<file path="config.mk">
export PLATFORM = sky130hd
export DESIGN_NAME = ecg_axis_sample_source
export DESIGN_NICKNAME = d
export VERILOG_FILES = /design/src/rtl/ecg_axis_pkg.sv /design/src/rtl/ecg_sync_fifo.sv /design/src/rtl/ecg_axis_sample_source.sv
export SDC_FILE = /design/constraint.sdc
export NUM_CORES = 1
export LEC_CHECK = 0
export ABC_AREA = 1
export BUFFER_PORTS_ARGS = -buffer_cell sky130_fd_sc_hd__buf_4
export CAP_MARGIN = 10
export CORE_MARGIN = 10
export CORE_UTILIZATION = 45
export DETAILED_ROUTE_END_ITERATION = 10
export SYNTH_ARGS = -nofsm -noshare
export SYNTH_HDL_FRONTEND = slang
export SYNTH_HIERARCHICAL = 1
export SYNTH_SLANG_ARGS = --single-unit
</file>
<file path="constraint.sdc">
create_clock -name clk -period 2.4 [get_ports clk]
set_input_delay 0.12 -clock clk [delete_from_list [all_inputs] [get_ports clk]]
set_output_delay 0.12 -clock clk [all_outputs]
set_load 0.03 [all_outputs]
</file>
<file path="src/rtl/ecg_axis_pkg.sv">
// Shared types and default widths for the ECG sample stream blocks.
package ecg_axis_pkg;

  localparam int unsigned INOUT_WIDTH_DEF     = 16;
  localparam int unsigned ADC_WIDTH_DEF       = 12;
  localparam int unsigned FIFO_ADDR_WIDTH_DEF = 3;
  localparam int unsigned TICK_DIV_500HZ      = 200000;

  typedef enum logic {
    IDLE = 1'b0,
    WAIT = 1'b1
  } state_t;

endpackage

</file>
<file path="src/rtl/ecg_sync_fifo.sv">
// First-word-fall-through synchronous FIFO; dout holds the head entry, or the
// last popped entry once empty. A push while full only lands with a same-cycle pop.
module ecg_sync_fifo #(
  parameter int unsigned width      = 16,
  parameter int unsigned addr_width = 3
) (
  input  logic                  clk,
  input  logic                  rst_n,
  input  logic                  push,
  input  logic [width-1:0]      din,
  input  logic                  pop,
  output logic [width-1:0]      dout,
  output logic                  empty,
  output logic                  full,
  output logic [addr_width:0]   level
);

  localparam int unsigned DEPTH = 1 << addr_width;
  localparam int unsigned AW    = addr_width;
  localparam int unsigned LW    = addr_width + 1;

  logic [width-1:0] mem [DEPTH];
  logic [AW-1:0]    wr_ptr;
  logic [AW-1:0]    rd_ptr;
  logic             pop_ok_c;
  logic             push_ok_c;
  logic [LW-1:0]    level_next_c;

  assign pop_ok_c  = pop && !empty;
  assign push_ok_c = push && (!full || pop_ok_c);

  always_comb begin
    level_next_c = level;
    if (push_ok_c && !pop_ok_c) begin
      level_next_c = level + LW'(1);
    end else if (!push_ok_c && pop_ok_c) begin
      level_next_c = level - LW'(1);
    end
  end

  always_ff @(posedge clk) begin
    if (push_ok_c) begin
      mem[wr_ptr] <= din;
    end
  end

  // Head register: load the incoming word when it becomes the head, else the next stored entry.
  always_ff @(posedge clk or negedge rst_n) begin
    if (!rst_n) begin
      wr_ptr <= '0;
      rd_ptr <= '0;
      level  <= '0;
      empty  <= 1'b1;
      full   <= 1'b0;
      dout   <= '0;
    end else begin
      if (push_ok_c) begin
        wr_ptr <= wr_ptr + AW'(1);
      end
      if (pop_ok_c) begin
        rd_ptr <= rd_ptr + AW'(1);
      end
      level <= level_next_c;
      empty <= (level_next_c == LW'(0));
      full  <= (level_next_c == LW'(DEPTH));
      if (push_ok_c && (empty || (pop_ok_c && level == LW'(1)))) begin
        dout <= din;
      end else if (pop_ok_c && level > LW'(1)) begin
        dout <= mem[rd_ptr + AW'(1)];
      end
    end
  end

endmodule

</file>
<file path="src/rtl/ecg_axis_sample_source.sv">
// Fixed-rate ADC sampler feeding an AXI4-Stream master through a FWFT FIFO.
// Define ADC_OFFSET_BINARY_EN when the ADC delivers offset-binary codes.
module ecg_axis_sample_source
  import ecg_axis_pkg::*;
#(
  parameter int unsigned inout_width     = INOUT_WIDTH_DEF,
  parameter int unsigned adc_width       = ADC_WIDTH_DEF,
  parameter int unsigned tick_div        = TICK_DIV_500HZ,
  parameter int unsigned fifo_addr_width = FIFO_ADDR_WIDTH_DEF
) (
  input  logic                       clk,
  input  logic                       rst_n,
  input  logic                       enable,
  output logic                       sample_req,
  input  logic                       adc_valid,
  input  logic [adc_width-1:0]       adc_data,
  output logic [inout_width-1:0]     m_axis_tdata,
  output logic                       m_axis_tvalid,
  input  logic                       m_axis_tready,
  output logic [fifo_addr_width:0]   fifo_level,
  output logic                       overflow,
  output logic                       missed,
  input  logic                       clear_flags
);

  localparam int unsigned CW    = $clog2(tick_div);
  localparam int unsigned SHIFT = inout_width - adc_width;

  logic [CW-1:0]          count;
  logic                   tick_c;
  state_t                 state;
  state_t                 state_next_c;
  logic                   req_c;
  logic                   push_c;
  logic                   miss_c;
  logic                   pop_c;
  logic                   fifo_empty;
  logic                   fifo_full;
  logic [adc_width-1:0]   code_c;
  logic [inout_width-1:0] aligned_c;

  // Sample-rate divider, held at zero while disabled.
  assign tick_c = enable && (count == CW'(tick_div - 1));

  always_ff @(posedge clk or negedge rst_n) begin
    if (!rst_n) begin
      count <= '0;
    end else if (!enable || tick_c) begin
      count <= '0;
    end else begin
      count <= count + CW'(1);
    end
  end

  always_ff @(posedge clk or negedge rst_n) begin
    if (!rst_n) begin
      state <= IDLE;
    end else begin
      state <= state_next_c;
    end
  end

  // A tick in WAIT re-requests, so the conversion stays outstanding.
  always_comb begin
    state_next_c = state;
    case (state)
      IDLE:    if (tick_c) state_next_c = WAIT;
      WAIT:    if (adc_valid && !tick_c) state_next_c = IDLE;
      default: state_next_c = IDLE;
    endcase
  end

  always_comb begin
    req_c  = 1'b0;
    push_c = 1'b0;
    miss_c = 1'b0;
    case (state)
      IDLE: req_c = tick_c;
      WAIT: begin
        req_c  = tick_c;
        push_c = adc_valid;
        miss_c = tick_c && !adc_valid;
      end
      default: ;
    endcase
  end

`ifdef ADC_OFFSET_BINARY_EN
  assign code_c = adc_data ^ {1'b1, {(adc_width-1){1'b0}}};
`else
  assign code_c = adc_data;
`endif
  assign aligned_c = inout_width'(code_c) << SHIFT;

  assign pop_c         = m_axis_tvalid && m_axis_tready;
  assign m_axis_tvalid = !fifo_empty;

  // Request strobe and sticky flags; a same-cycle set beats clear_flags.
  always_ff @(posedge clk or negedge rst_n) begin
    if (!rst_n) begin
      sample_req <= 1'b0;
      overflow   <= 1'b0;
      missed     <= 1'b0;
    end else begin
      sample_req <= req_c;
      overflow   <= (push_c && fifo_full && !pop_c) || (overflow && !clear_flags);
      missed     <= miss_c || (missed && !clear_flags);
    end
  end

  ecg_sync_fifo #(
    .width      (inout_width),
    .addr_width (fifo_addr_width)
  ) u_fifo (
    .clk   (clk),
    .rst_n (rst_n),
    .push  (push_c),
    .din   (aligned_c),
    .pop   (pop_c),
    .dout  (m_axis_tdata),
    .empty (fifo_empty),
    .full  (fifo_full),
    .level (fifo_level)
  );

endmodule

</file>
### Yosys cells after proc, flatten, opt, wreduce, memory -nomap -nowiden

Memories as Yosys holds them, arrays and structs flattened.
Cells that the tools add are included.

| storage, ports and cells | value |
|---|---|
| memory bits (writable) | 96 |
| memories | 1 |
| word-level logic and storage cells | 65 |
| register bits after elaboration | 50 |
| output and inout bits | 24 |
| input port bits | 18 |

| operators by class | value |
|---|---|
| $add $sub $neg | 5 |
| equality and inequality tests | 3 |
| bitwise gates (word level) | 1 |
| order comparisons | 1 |
| mux-type cells | 12 |
| reductions and logical operators | 31 |

Memories:

| memory | depth | bits a word | read ports | clocked after Yosys merged registers in | wr ports | RTL line | source |
|---|---|---|---|---|---|---|---|
| u_fifo.mem | 8 | 12 | 1 | 0 | 1 | ecg_sync_fifo.sv:22 | `logic [width-1:0] mem [DEPTH];` |

Operator list:

| operator | number |
|---|---|
| 2-to-1 mux 16 bit | 2 |
| adder 18 x 1 -> 18 bit, second input constant | 1 |
| == test 18 bit, second input constant | 1 |
| 2-to-1 mux 18 bit | 1 |
| logical AND 1 bit | 15 |
| zero test 1 bit | 9 |
| 2-to-1 mux 4 bit | 2 |
| adder 3 x 1 -> 3 bit, second input constant | 2 |
| 2-to-1 mux 1 bit | 6 |
| logical OR 1 bit | 5 |
| adder 4 x 1 -> 4 bit, second input constant | 1 |
| == test 4 x 1 -> 1 bit, second input constant | 1 |
| == test 4 bit, second input constant | 1 |
| greater-than comparator 4 x 1 -> 1 bit, second input constant | 1 |
| zero test 4 bit | 1 |
| subtractor 4 x 1 -> 4 bit, second input constant | 1 |
| case mux 1 bit (2 select lines) | 1 |
| nonzero test 2 bit | 1 |
| inverter 1 bit | 1 |

### Depth between registers and ports, before layout

Gate-level depths: netlist of the first run.

| logic depth | value |
|---|---|
| depth in word-level cells | 10 |
| mapped depth | 13 |
| depth with buffers taken out | 12 |

### Hierarchy

The synthesis of the first run kept the hierarchy.

Modules (own cells, without submodules):

| module | times used | cells an instance | area an instance (um^2) | sequential area each (um^2) |
|---|---|---|---|---|
| ecg_sync_fifo | 1 | 650 | 6692.7 | 4545.6 |
| ecg_axis_sample_source | 1 | 167 | 1218.7 | 550.5 |

### Least setup slack after synthesis of the first run

Ideal clock, no wire load.

| timing path | value |
|---|---|
| path kind | reg2reg |
| start point | reg u_fifo.empty |
| end point | mem u_fifo/mem[0][0] (netlist name), enable pin |
| data required time | 2012 ps |
| cell stages (with the launch flop) | 7 |
| setup slack | -32 ps |
| buffers on the path | 0 |
| clock period less this slack | 2432 ps |
| arrival time | 2044 ps |
| library setup time | 388 ps |
| cells stage by stage | dfstp_2 nor2_1 nand2_4 a21oi_4 inv_1 or2_1 nor2_1 |

| between the ends | value |
|---|---|
| word-level cells in the longest chain between the ends | 7 |

RTL lines:

| what | RTL line | source |
|---|---|---|
| start: declaration | ecg_sync_fifo.sv:13 | `output logic empty,` |
| start signal: assignment | ecg_sync_fifo.sv:64 | `empty <= (level_next_c == LW'(0));` |
| zero test 1 bit | ecg_axis_sample_source.sv:96 | `assign m_axis_tvalid = !fifo_empty;` |
| logical AND 1 bit | ecg_axis_sample_source.sv:95 | `assign pop_c = m_axis_tvalid && m_axis_tready;` |
| net pop_c | ecg_axis_sample_source.sv:36 | `logic pop_c;` |
| logical AND 1 bit | ecg_sync_fifo.sv:29 | `assign pop_ok_c = pop && !empty;` |
| logical OR 1 bit | ecg_sync_fifo.sv:30 | `assign push_ok_c = push && (!full \|\| pop_ok_c);` |
| logical AND 1 bit | ecg_sync_fifo.sv:30 |  |
| 2-to-1 mux 1 bit | ecg_sync_fifo.sv:42 | `if (push_ok_c) begin` |
| 2-to-1 mux 1 bit (not written as such) | ecg_sync_fifo.sv:43 | `mem[wr_ptr] <= din;` |
| end: declaration | ecg_sync_fifo.sv:22 |  |

The timed path passes the listed nets, and every way through them passes these cells.

### Worst setup path in the final report of the first run

| timing path | value |
|---|---|
| start point | reg u_fifo.empty |
| end point | mem u_fifo/mem[0][12] (netlist name), enable pin |

Same word-level chain as after synthesis.

==> results.yml, run 1 <==
outcome:
  status: "finished clean"
worst_setup_path:
  worstPathCellList: "nor2_1 > nand2_4 > a21oi_4 > inv_1 > or2_1 > nor2_1 > buf_4"
  slowest_stage: "dfstp_2"
  crit_buf_inv: 2
  worstSetupPathType: "reg2reg"
  max_stage_delay_ns: 0.38
  cp_data_required_time_ns: 2.53
  crit_family: "simple AND/OR/NAND/NOR gates"
  critPathArrivalTime_ns: 2.14
  end_kind: "flip-flop"
  path_common_cell: "nor2_1"
  critPathLaunchType: "flip-flop"
  crit_path_max_fanout: 10
clock_tree:
  cts_buffer_depth: 2
  cts_made_buffers: 17
  clkLatencyLatePin_ns: 0.43
  cts_tree: "yes"
  cts-root-buf: "clkbuf_16"
  h-tree-depth: 4
  cts_sinks: 178
  cts-resized-gates: 0
  cts.clk_slew.worst_paths_ns: 0.06
floorplan:
  fp.coreArea_um2: 17200
  die_area_um2: 23300
  fp.dieH_um: 153
  start_util_pct: 45.9
  fp-row-count: 48
  ios: 42
  fp.dieW_um: 153
placed_design:
  hpwl_um: 11100
  place.gp.congestion: 0.839
  dp.cells: 1114
  place.port_buffers: 41
timing:
  worst_pin_slew_ns: 0.700
  fin_crit_sh_pct: 83.6
  finalSetupViolations: 0
  fin_setup_tns_ns: 0
  min_period_ns: 2.01
  slew-limit-headroom_pct: 53.4
  finClkSkew_ns: 0.00896
  fmax_mhz: 498
  final_max_slew_viol_count: 0
  rsz0062_at_grt: "no"
  hold_viol_final: 0
min_path:
  min_path_type: "in2reg"
cells_and_area:
  drive_above_1_share_pct: 11.7
  fin_util_pct: 54.5
  area_growth_pct: 18.7
  regArea_um2: 5100
  n_antenna_cell: 0
  fillCellCount: 1521
  fin_cells: 1163
  nets: 949
  multi_input_area_um2: 2550
global_route:
  first_global_vias: 5511
  groute.usage.overall_pct: 15.1
  grt_max_degree: 54
  grt_pass1_wl_um: 28400
  antenna_found_initial: 0
  gr-total-overflow: 0
logic_synthesis:
  ys_seq_area_share_pct: 64.4
  ys_warn_count: 6
  yosysTopAreaCellShare_pct: 48.6
  synth_area_leader_cell: "edfxtp_1"
  synthTopCellsByCount: "223 x nand2_1, 175 x nor2_1, 128 x edfxtp_1"
  synth-edff-count: 128
  synthCells: 817
  synthesis.area_um2: 7910
  yosys-top-cells-area: "edfxtp_1 49%, dfrtp_1 15%, nand2_1 11%"
  syn_area_per_cell_um2: 9.68
  synth_seq_cells: 178
  synth_ff_type: "edfxtp_1"
  synth_cell_types: 34
  async_flop_share_pct: 28.1
  synth.most_common_cell: "nand2_1"
detailed_routing:
  drc: 0
  vias: 5551
  via_per_inst: 4.77
  first_iter_violations: 290
  wl_um: 17300
  post_drt_wl_per_cell_um: 14.9
  antenna_left: 0
  first_pass_iters: 5
pwr:
  power.density_nw_per_um2: 1130
  p_leak_nw: 4.01
  finalPower_w: 0.0106
  ir_drop_uv: 650
flow_run:
  cap_viol_max_count: 0
-- cell families after synthesis --
kind of cell             after synthesis  synth area share (%)
other                                  1                0.0474
XOR/XNOR                              16                  1.77
AND/OR/NAND/NOR                      458                  23.2
adder cells (fa/ha/maj)                6                 0.949
buffers and inverters                 89                  5.01
flip-flops                           178                  64.4
AO/OA/AOI/OAI                         69                  4.55
-- power by group --
group / leakage, nW / internal, W / total, W / switching, W
Sequential: 1.79 / 0.00352 / 0.00368 / 0.000165
Combinational: 1.94 / 0.00146 / 0.00431 / 0.00285
Clock: 0.272 / 0.00150 / 0.00265 / 0.00115
Total: 4.01 / 0.00648 / 0.0106 / 0.00416
-- per-layer routing --
layer / wire (um) / GRT usage [%] / vias up
li1: - / - / 2825
met1: 7880 / 19.1 / 2606
met2: 8340 / 24.7 / 99
met3: 769 / 3.53 / 21
met4: 302 / 5.63 / 0
met5: 0 / 0 / -
-- worst paths after layout --
check / startpoint / end / slack, ns / cells after the start
worst min register to register: count[0] / count[0] / 0.52 / 1
min in group asynchronous: rst_n / count[13] / 0.26 / 2
worst max-delay path: u_fifo/empty / u_fifo/mem[0][12] / 0.39 / 7
worst min-delay path: m_axis_tready / u_fifo/rd_ptr[0] / 0.14 / 5
worst max register to register: u_fifo/empty / u_fifo/mem[0][12] / 0.39 / 7
max in group asynchronous: rst_n / u_fifo/rd_ptr[0] / 1.62 / 2
-- layout make-up --
type                       count  share of cell area, %
tap                          225                   3.00
sequential                   178                   54.3
clock inverter                10                   1.09
clock buffer                  22                   4.94
timing repair buffer          83                   7.09
multi-input combinational    585                   27.2
inverter                      60                   2.45
-- worst reg2reg max path: cells and delay by family, from the launching register on --
kind                   cells  cell delay [ns]
and+or+nand+nor            4             0.79
DFF                        1             0.38
buffers and inverters      2             0.31
AOI/OAI and AO/OA          1             0.22
-- layout by cell type (no fill, tap or decap), types with 2 or more instances in the layout --
master | netlist | final
nand2_4 | 3 | 3
edfxtp_1 | 128 | 128
xnor2_1 | 4 | 4
nand2_2 | 2 | 2
inv_6 | 1 | 4
nand3_1 | 41 | 41
clkinv_4 | 0 | 3
clkbuf_8 | 0 | 2
nand4_1 | 5 | 5
nor2_1 | 175 | 175
clkinvlp_4 | 0 | 2
buf_4 | 0 | 66
nand2_1 | 223 | 223
clkbuf_16 | 0 | 17
clkbuf_1 | 8 | 3
inv_2 | 2 | 2
inv_1 | 56 | 56
conb_1 | 1 | 36
nand3_2 | 2 | 2
xor2_1 | 12 | 12
o21ai_0 | 65 | 65
dfrtp_1 | 49 | 48
ha_1 | 6 | 6
dlygate4sd3_1 | 0 | 17
or2_0 | 2 | 2
-- through the flow --
step,area (um2),hold slack (ns),worst slack (ns)
finish,9390,0.140,0.393
global route,9390,0.179,0.190
CTS,9390,0.126,0.362
detailed placement,8650,0.205,0.379
global placement,8650,0.215,0.450
floorplan,8040,-0.176,-0.0322
-- registers in the layout, summed over array words and instances (netlist names) --
signal         cells
count             18
missed             1
overflow           1
sample_req         1
state              1
u_fifo/dout       16
u_fifo/empty       1
u_fifo/full        1
u_fifo/level       4
u_fifo/mem       128
u_fifo/rd_ptr      3
u_fifo/wr_ptr      3
-- repair_timing --
| action | 4_1_cts | 5_1_grt |
|---|---|---|
| setup endpoints to repair | 0 | 0 |
| hold buffers | 17 | 0 |
| hold endpoints to repair | 146 | 0 |
| buffers inserted | 0 | 0 |
Power figures use the tool's default switching activity.
==> inputs of run 2 (changes only) <==
--- a/config.mk
+++ b/config.mk
@@ -5,7 +5,7 @@
 export SDC_FILE = /design/constraint.sdc
 export NUM_CORES = 1
 export LEC_CHECK = 0
-export ABC_AREA = 1
+export ABC_AREA = 0
 export BUFFER_PORTS_ARGS = -buffer_cell sky130_fd_sc_hd__buf_4
 export CAP_MARGIN = 10
 export CORE_MARGIN = 10
==> constraint.sdc (replaced) <==
create_clock -name clk -period 1.9 [get_ports clk]
set_input_delay 0.095 -clock clk [delete_from_list [all_inputs] [get_ports clk]]
set_output_delay 0.095 -clock clk [all_outputs]
set_load 0.03 [all_outputs]
==> run 2 against run 1 <==
Against the previous run:
- the run now ends with negative setup slack left
- count of clock-buffer cells in the layout is the same
- critical path depth unchanged
- non-clock buffer count is 12 higher
- clock skew barely moved
- flip-flop and latch count unchanged
- die area shrank 5.6%
- wire length decreased by 5.0%
- area after synthesis shrank 6.5%
- first-iteration DRC count rose by 11%
- sequential power up 30%
- via count decreased by 22%
==> results.yml, run 2 <==
logic_synthesis:
  synth_area_leader_cell: "edfxtp_1"
  synth-edff-count: 128
  synthCells: 443
  async_flop_share_pct: 28.1
  syn_area_per_cell_um2: 16.7
  yosys-top-cells-area: "edfxtp_1 52%, dfrtp_1 17%, mux4_2 5.5%"
  synth_seq_cells: 178
  synthesis.area_um2: 7400
  ys_warn_count: 6
  ys_seq_area_share_pct: 68.9
  yosysTopAreaCellShare_pct: 51.9
  synthTopCellsByCount: "128 x edfxtp_1, 49 x dfrtp_1, 45 x nand2_1"
  synth_cell_types: 58
  synth_ff_type: "edfxtp_1"
  synth.most_common_cell: "edfxtp_1"
worst_setup_path:
  rr_startpoint: "u_fifo/level[1]"
  end_kind: "flip-flop"
  slowest_stage: "dfrtp_2"
  r2r_slack_ns: -0.06
  cp_data_required_time_ns: 2.20
  crit_path_max_fanout: 15
  critPathLaunchType: "flip-flop"
  worstPathCellList: "inv_2 > ha_1 > nor4bb_4 > o221a_1 > nor2b_4 > buf_12 > a221o_1"
  max_stage_delay_ns: 0.44
  crit_family: "compound AO/OA/AOI/OAI gates"
  worstSetupPathType: "reg2reg"
  critPathArrivalTime_ns: 2.26
  crit_buf_inv: 2
  r2r_end: "u_fifo/dout[9]"
  rr_worst_depth: 7
detailed_routing:
  drc: 0
  first_iter_violations: 322
  wl_um: 16400
  via_per_inst: 5.37
  vias: 4315
  antenna_left: 0
  post_drt_wl_per_cell_um: 20.4
  first_pass_iters: 4
placed_design:
  place.gp.congestion: 0.836
  place.port_buffers: 41
  place_ws_ns: -0.302
  hpwl_um: 9510
cells_and_area:
  fillCellCount: 1254
  drive_above_1_share_pct: 28.7
  largest_reg_flops: 128
  nets: 599
  regMostFlops: "u_fifo/mem"
  layout_commonest_cell: "edfxtp_1"
  area_growth_pct: 27.5
  n_antenna_cell: 0
  top_regs: "u_fifo/mem x128, count x18, u_fifo/dout x16"
  layout_common_cells: "128 x edfxtp_1, 59 x buf_4, 46 x dfrtp_1"
timing:
  min_period_ns: 1.96
  final_max_slew_viol_count: 0
  finClkSkew_ns: 0.00943
  fmax_mhz: 511
  rsz0062_at_grt: "yes"
  hold_viol_final: 0
  slew-limit-headroom_pct: 53.7
  finalSetupViolations: 15
  fin_crit_sh_pct: 103
  timing.final.ws_setup_ns: -0.0586
  worst_pin_slew_ns: 0.694
global_route:
  first_global_vias: 4491
  gr-total-overflow: 0
  grt_max_degree: 51
  grt_pass1_wl_um: 25700
  groute.usage.overall_pct: 15.3
  antenna_found_initial: 0
pwr:
  ir_drop_uv: 775
  finalPower_w: 0.0131
  power.density_nw_per_um2: 1390
  p_leak_nw: 3.53
floorplan:
  fp.dieW_um: 148
  fp-row-count: 46
  die_area_um2: 22000
  ios: 42
  fp.dieH_um: 148
  fp.coreArea_um2: 16000
  start_util_pct: 46.2
clock_tree:
  cts_sinks: 178
  cts_made_buffers: 17
  clkLatencyLatePin_ns: 0.43
  cts-root-buf: "clkbuf_16"
  cts.clk_slew.worst_paths_ns: 0.07
  cts_buffer_depth: 2
  h-tree-depth: 4
  cts_tree: "yes"
min_path:
  min_from: "m_axis_tready"
  whs_path_depth: 3
  min_path_type: "in2reg"
  whs_endpoint: "overflow"
outcome:
  status: "finished, violations left"
  violations: "negative setup slack"
flow_run:
  cap_viol_max_count: 0
## run 2: how the worst max path moves through the flow
| stage | start | endpoint | slack (ns) | depth (start not counted) |
|---|---|---|---|---|
| after detailed placement | u_fifo/level[0] | u_fifo/dout[8] | -0.30 | 5 |
| after global routing | u_fifo/level[1] | u_fifo/dout[9] | -0.10 | 7 |
| final | u_fifo/level[1] | u_fifo/dout[9] | -0.06 | 7 |
| after floorplan | u_fifo/empty | u_fifo/mem[0][0] | -0.1 | 6 |
| after CTS | u_fifo/level[1] | u_fifo/dout[13] | -0.02 | 7 |
| after global placement | u_fifo/level[0] | u_fifo/dout[3] | -0.22 | 5 |
## run 2: cells by family after synthesis
| kind of cell | synth area share [%] |
|---|---|
| AO/OA/AOI/OAI | 4.97 |
| XOR/XNOR | 2.60 |
| adder cells (fa/ha/maj) | 1.01 |
| buffers and inverters | 2.35 |
| flip-flops | 68.9 |
| multiplexers | 10.9 |
| other | 0.0507 |
| AND/OR/NAND/NOR | 9.27 |
## run 2: report_power, final
part	total [W]	internal, W	switching (W)
clock network	0.00334	0.00186	0.00148
logic	0.00498	0.00241	0.00257
registers	0.00478	0.00446	0.000322
total	0.0131	0.00873	0.00437
## run 2: metrics by stage
stage	utilization, %	instances	setup TNS [ns]	hold slack (ns)	area (um2)
6_report	59.0	804	-0.609	0.0660	9430
3_5_place_dp	52.8	746	-4.38	0.191	8440
2_1_floorplan	-	478	-3.10	-0.201	7640
3_3_place_gp	52.8	746	-3.36	0.191	8440
5_1_grt	59.0	804	-1.53	0.0815	9430
4_1_cts	57.9	797	-0.0317	0.0650	9260
## run 2: layout make-up
cell class | instances | area (um2) | area share [%]
Inverter | 9 | 33.8 | 0.358
Multi-Input combinational cell | 274 | 2450 | 26.0
Clock inverter | 10 | 73.8 | 0.782
Tap cell | 216 | 270 | 2.86
Clock buffer | 22 | 495 | 5.25
Sequential cell | 178 | 5100 | 54.1
Timing Repair Buffer | 95 | 1010 | 10.7
## run 2: what timing repair did
action	in CTS	in global routing
endpoints found under the hold margin	162	0
resized for setup	6	13
endpoints found under the setup margin	16	62
gates cloned	1	3
pin swaps	3	8
setup buffers	2	4
hold buffers	16	0
## run 2: tightest hold or removal path, cell delays in order
cell,delay (ns)
buf_4,0.08
nor2b_4,0.19
o2bb2ai_1,0.09
## run 2: layer usage
| metal | vias up | GRT usage [%] | share of wire [%] |
|---|---|---|---|
| met5 | - | 0 | 0 |
| met4 | 0 | 5.45 | 1.8 |
| met3 | 20 | 3.46 | 6.2 |
| met2 | 157 | 24.1 | 48 |
| met1 | 2174 | 20.4 | 44 |
| li1 | 1964 | - | - |
==> inputs of run 3 (changes only) <==
--- a/config.mk
+++ b/config.mk
@@ -11,6 +11,7 @@
 export CORE_MARGIN = 10
 export CORE_UTILIZATION = 45
 export DETAILED_ROUTE_END_ITERATION = 10
+export PLACE_DENSITY = 0.59
 export SYNTH_ARGS = -nofsm -noshare
 export SYNTH_HDL_FRONTEND = slang
 export SYNTH_HIERARCHICAL = 1
==> run 3 against run 2 <==
Against the previous run:
- the run still ends with negative setup slack left
- cell count is 0.12% higher
- total power fell by 1.0%
- cell area hardly changed
- maximum frequency up 3.1%
- clock power rose by 4%
- sequential power is essentially flat
- clock skew fell by 0.0018 ns
- combinational power decreased by 5.2%
- critical path type unchanged
- largest cell class unchanged
==> results.yml, run 3 (same netlist as run 2, synthesis figures left out) <==
clock_tree:
  cts_made_buffers: 17
  cts_buffer_depth: 2
  clkLatencyLatePin_ns: 0.43
  h-tree-depth: 4
  cts-root-buf: "clkbuf_16"
  cts.clk_slew.worst_paths_ns: 0.07
  cts_tree: "yes"
  cts_sinks: 178
worst_setup_path:
  max_stage_delay_ns: 0.41
  slowest_stage: "dfrtp_2"
  worstPathCellList: "inv_2 > ha_1 > nor4bb_1 > o221a_1 > buf_6 > nand3b_1 > o211ai_1"
  critPathLaunchType: "flip-flop"
  crit_family: "simple AND/OR/NAND/NOR gates"
  critPathArrivalTime_ns: 2.20
  worstSetupPathType: "reg2reg"
  crit_path_max_fanout: 17
  crit_buf_inv: 2
  cp_data_required_time_ns: 2.20
  end_kind: "flip-flop"
  r2r_slack_ns: -0.0002
global_route:
  grt_max_degree: 51
  groute.usage.overall_pct: 14.7
  antenna_found_initial: 0
  grt_pass1_wl_um: 24800
  first_global_vias: 4417
  gr-total-overflow: 0
cells_and_area:
  nets: 600
  layout_common_cells: "128 x edfxtp_1, 62 x buf_4, 46 x dfrtp_1"
  drive_above_1_share_pct: 29.4
  regMostFlops: "u_fifo/mem"
  top_regs: "u_fifo/mem x128, count x18, u_fifo/dout x16"
  n_antenna_cell: 0
  largest_reg_flops: 128
  fin_area_um2: 9430
  layout_commonest_cell: "edfxtp_1"
  area_growth_pct: 27.4
min_path:
  min_path_type: "in2reg"
detailed_routing:
  wl_um: 15800
  first_pass_iters: 4
  post_drt_wl_per_cell_um: 19.7
  vias: 4272
  first_iter_violations: 433
  via_per_inst: 5.31
  drc: 0
  antenna_left: 0
timing:
  rsz0062_at_grt: "yes"
  timing.final.ws_setup_ns: -0.000194
  fmax_mhz: 526
  slew-limit-headroom_pct: 55.3
  hold_viol_final: 0
  worst_pin_slew_ns: 0.671
  finalSetupViolations: 1
  final_max_slew_viol_count: 0
  fin_crit_sh_pct: 100
  finClkSkew_ns: 0.00762
  min_period_ns: 1.90
floorplan:
  fp-row-count: 46
  ios: 42
  fp.dieW_um: 148
  fp.coreArea_um2: 16000
  fp.dieH_um: 148
  die_area_um2: 22000
  start_util_pct: 46.2
pwr:
  power.density_nw_per_um2: 1380
  p_leak_nw: 3.52
  finalPower_w: 0.0130
  ir_drop_uv: 791
flow_run:
  cap_viol_max_count: 0
placed_design:
  place.port_buffers: 41
  placed_area_um2: 8430
  place.gp.congestion: 0.809
  hpwl_um: 9680
outcome:
  violations: "negative setup slack"
  status: "finished, violations left"
==> run 3: cell types whose count changed in the layout (fill, tap and decap cells not counted), sizes merged <==
cell and delta:
inv +4, clkbuf -3, clkinv -2, buf +1, bufinv +1
==> run 3: per-stage QoR <==
step | hold slack, ns | cells | setup WS (ns) | setup TNS, ns | util, %
after floorplan | -0.201 | 478 | -0.0980 | -3.10 | -
after global placement | 0.175 | 748 | -0.0955 | -1.39 | 52.7
after detailed placement | 0.178 | 748 | -0.161 | -2.25 | 52.7
after CTS | 0.124 | 796 | 0.00558 | 0 | 57.5
after global routing | 0.153 | 805 | -0.0703 | -0.795 | 58.9
final | 0.153 | 805 | -0.000194 | -0.000194 | 58.9
==> run 3: final timing paths <==
| kind | to | cells past startpoint | start |
|---|---|---|---|
| worst max-delay path | u_fifo/dout[13] | 7 | u_fifo/level[1] |
| max in group asynchronous | u_fifo/rd_ptr[0] | 2 | rst_n |
| min in group asynchronous | u_fifo/dout[14] | 2 | rst_n |
| worst min-delay path | overflow | 4 | m_axis_tready |
| worst max register to register | u_fifo/dout[13] | 7 | u_fifo/level[1] |
| worst min register to register | overflow | 1 | overflow |
==> run 3: layout make-up <==
class / instances / area, um2
Multi-Input combinational cell: 274 / 2450
Inverter: 9 / 33.8
Fill cell: 1228 / 6570
Sequential cell: 178 / 5100
Timing Repair Buffer: 96 / 975
Tap cell: 216 / 270
Clock buffer: 19 / 453
Clock inverter: 13 / 143
==> run 3: tightest hold or removal path, stage by stage <==
cell and delay, ns:
buf_4 0.09, nor2b_4 0.17, buf_4 0.13, o2bb2ai_1 0.06
==> run 3: layer usage <==
metal | vias to the layer above | wire [um] | part of all wire (%) | track usage, %
li1 | 1964 | - | - | -
met1 | 2189 | 7190 | 45 | 19.0
met2 | 102 | 7660 | 48 | 23.3
met3 | 17 | 780 | 4.9 | 3.94
met4 | 0 | 205 | 1.3 | 5.05
met5 | - | 0 | 0 | 0
==> run 3: what timing repair did <==
item                                    in CTS  in global routing
resized for setup                            3                 18
endpoints found under the hold margin      162                  0
endpoints found under the setup margin      18                 50
setup buffers                                0                  6
gates cloned                                 0                  3
hold buffers                                16                  0
pin swaps                                    0                  7
==> run 3: report_power, final <==
group | internal [W] | switching [W] | leakage, nW
combinational | 0.00225 | 0.00247 | 1.44
clock | 0.00192 | 0.00154 | 0.286
sequential | 0.00446 | 0.000323 | 1.80
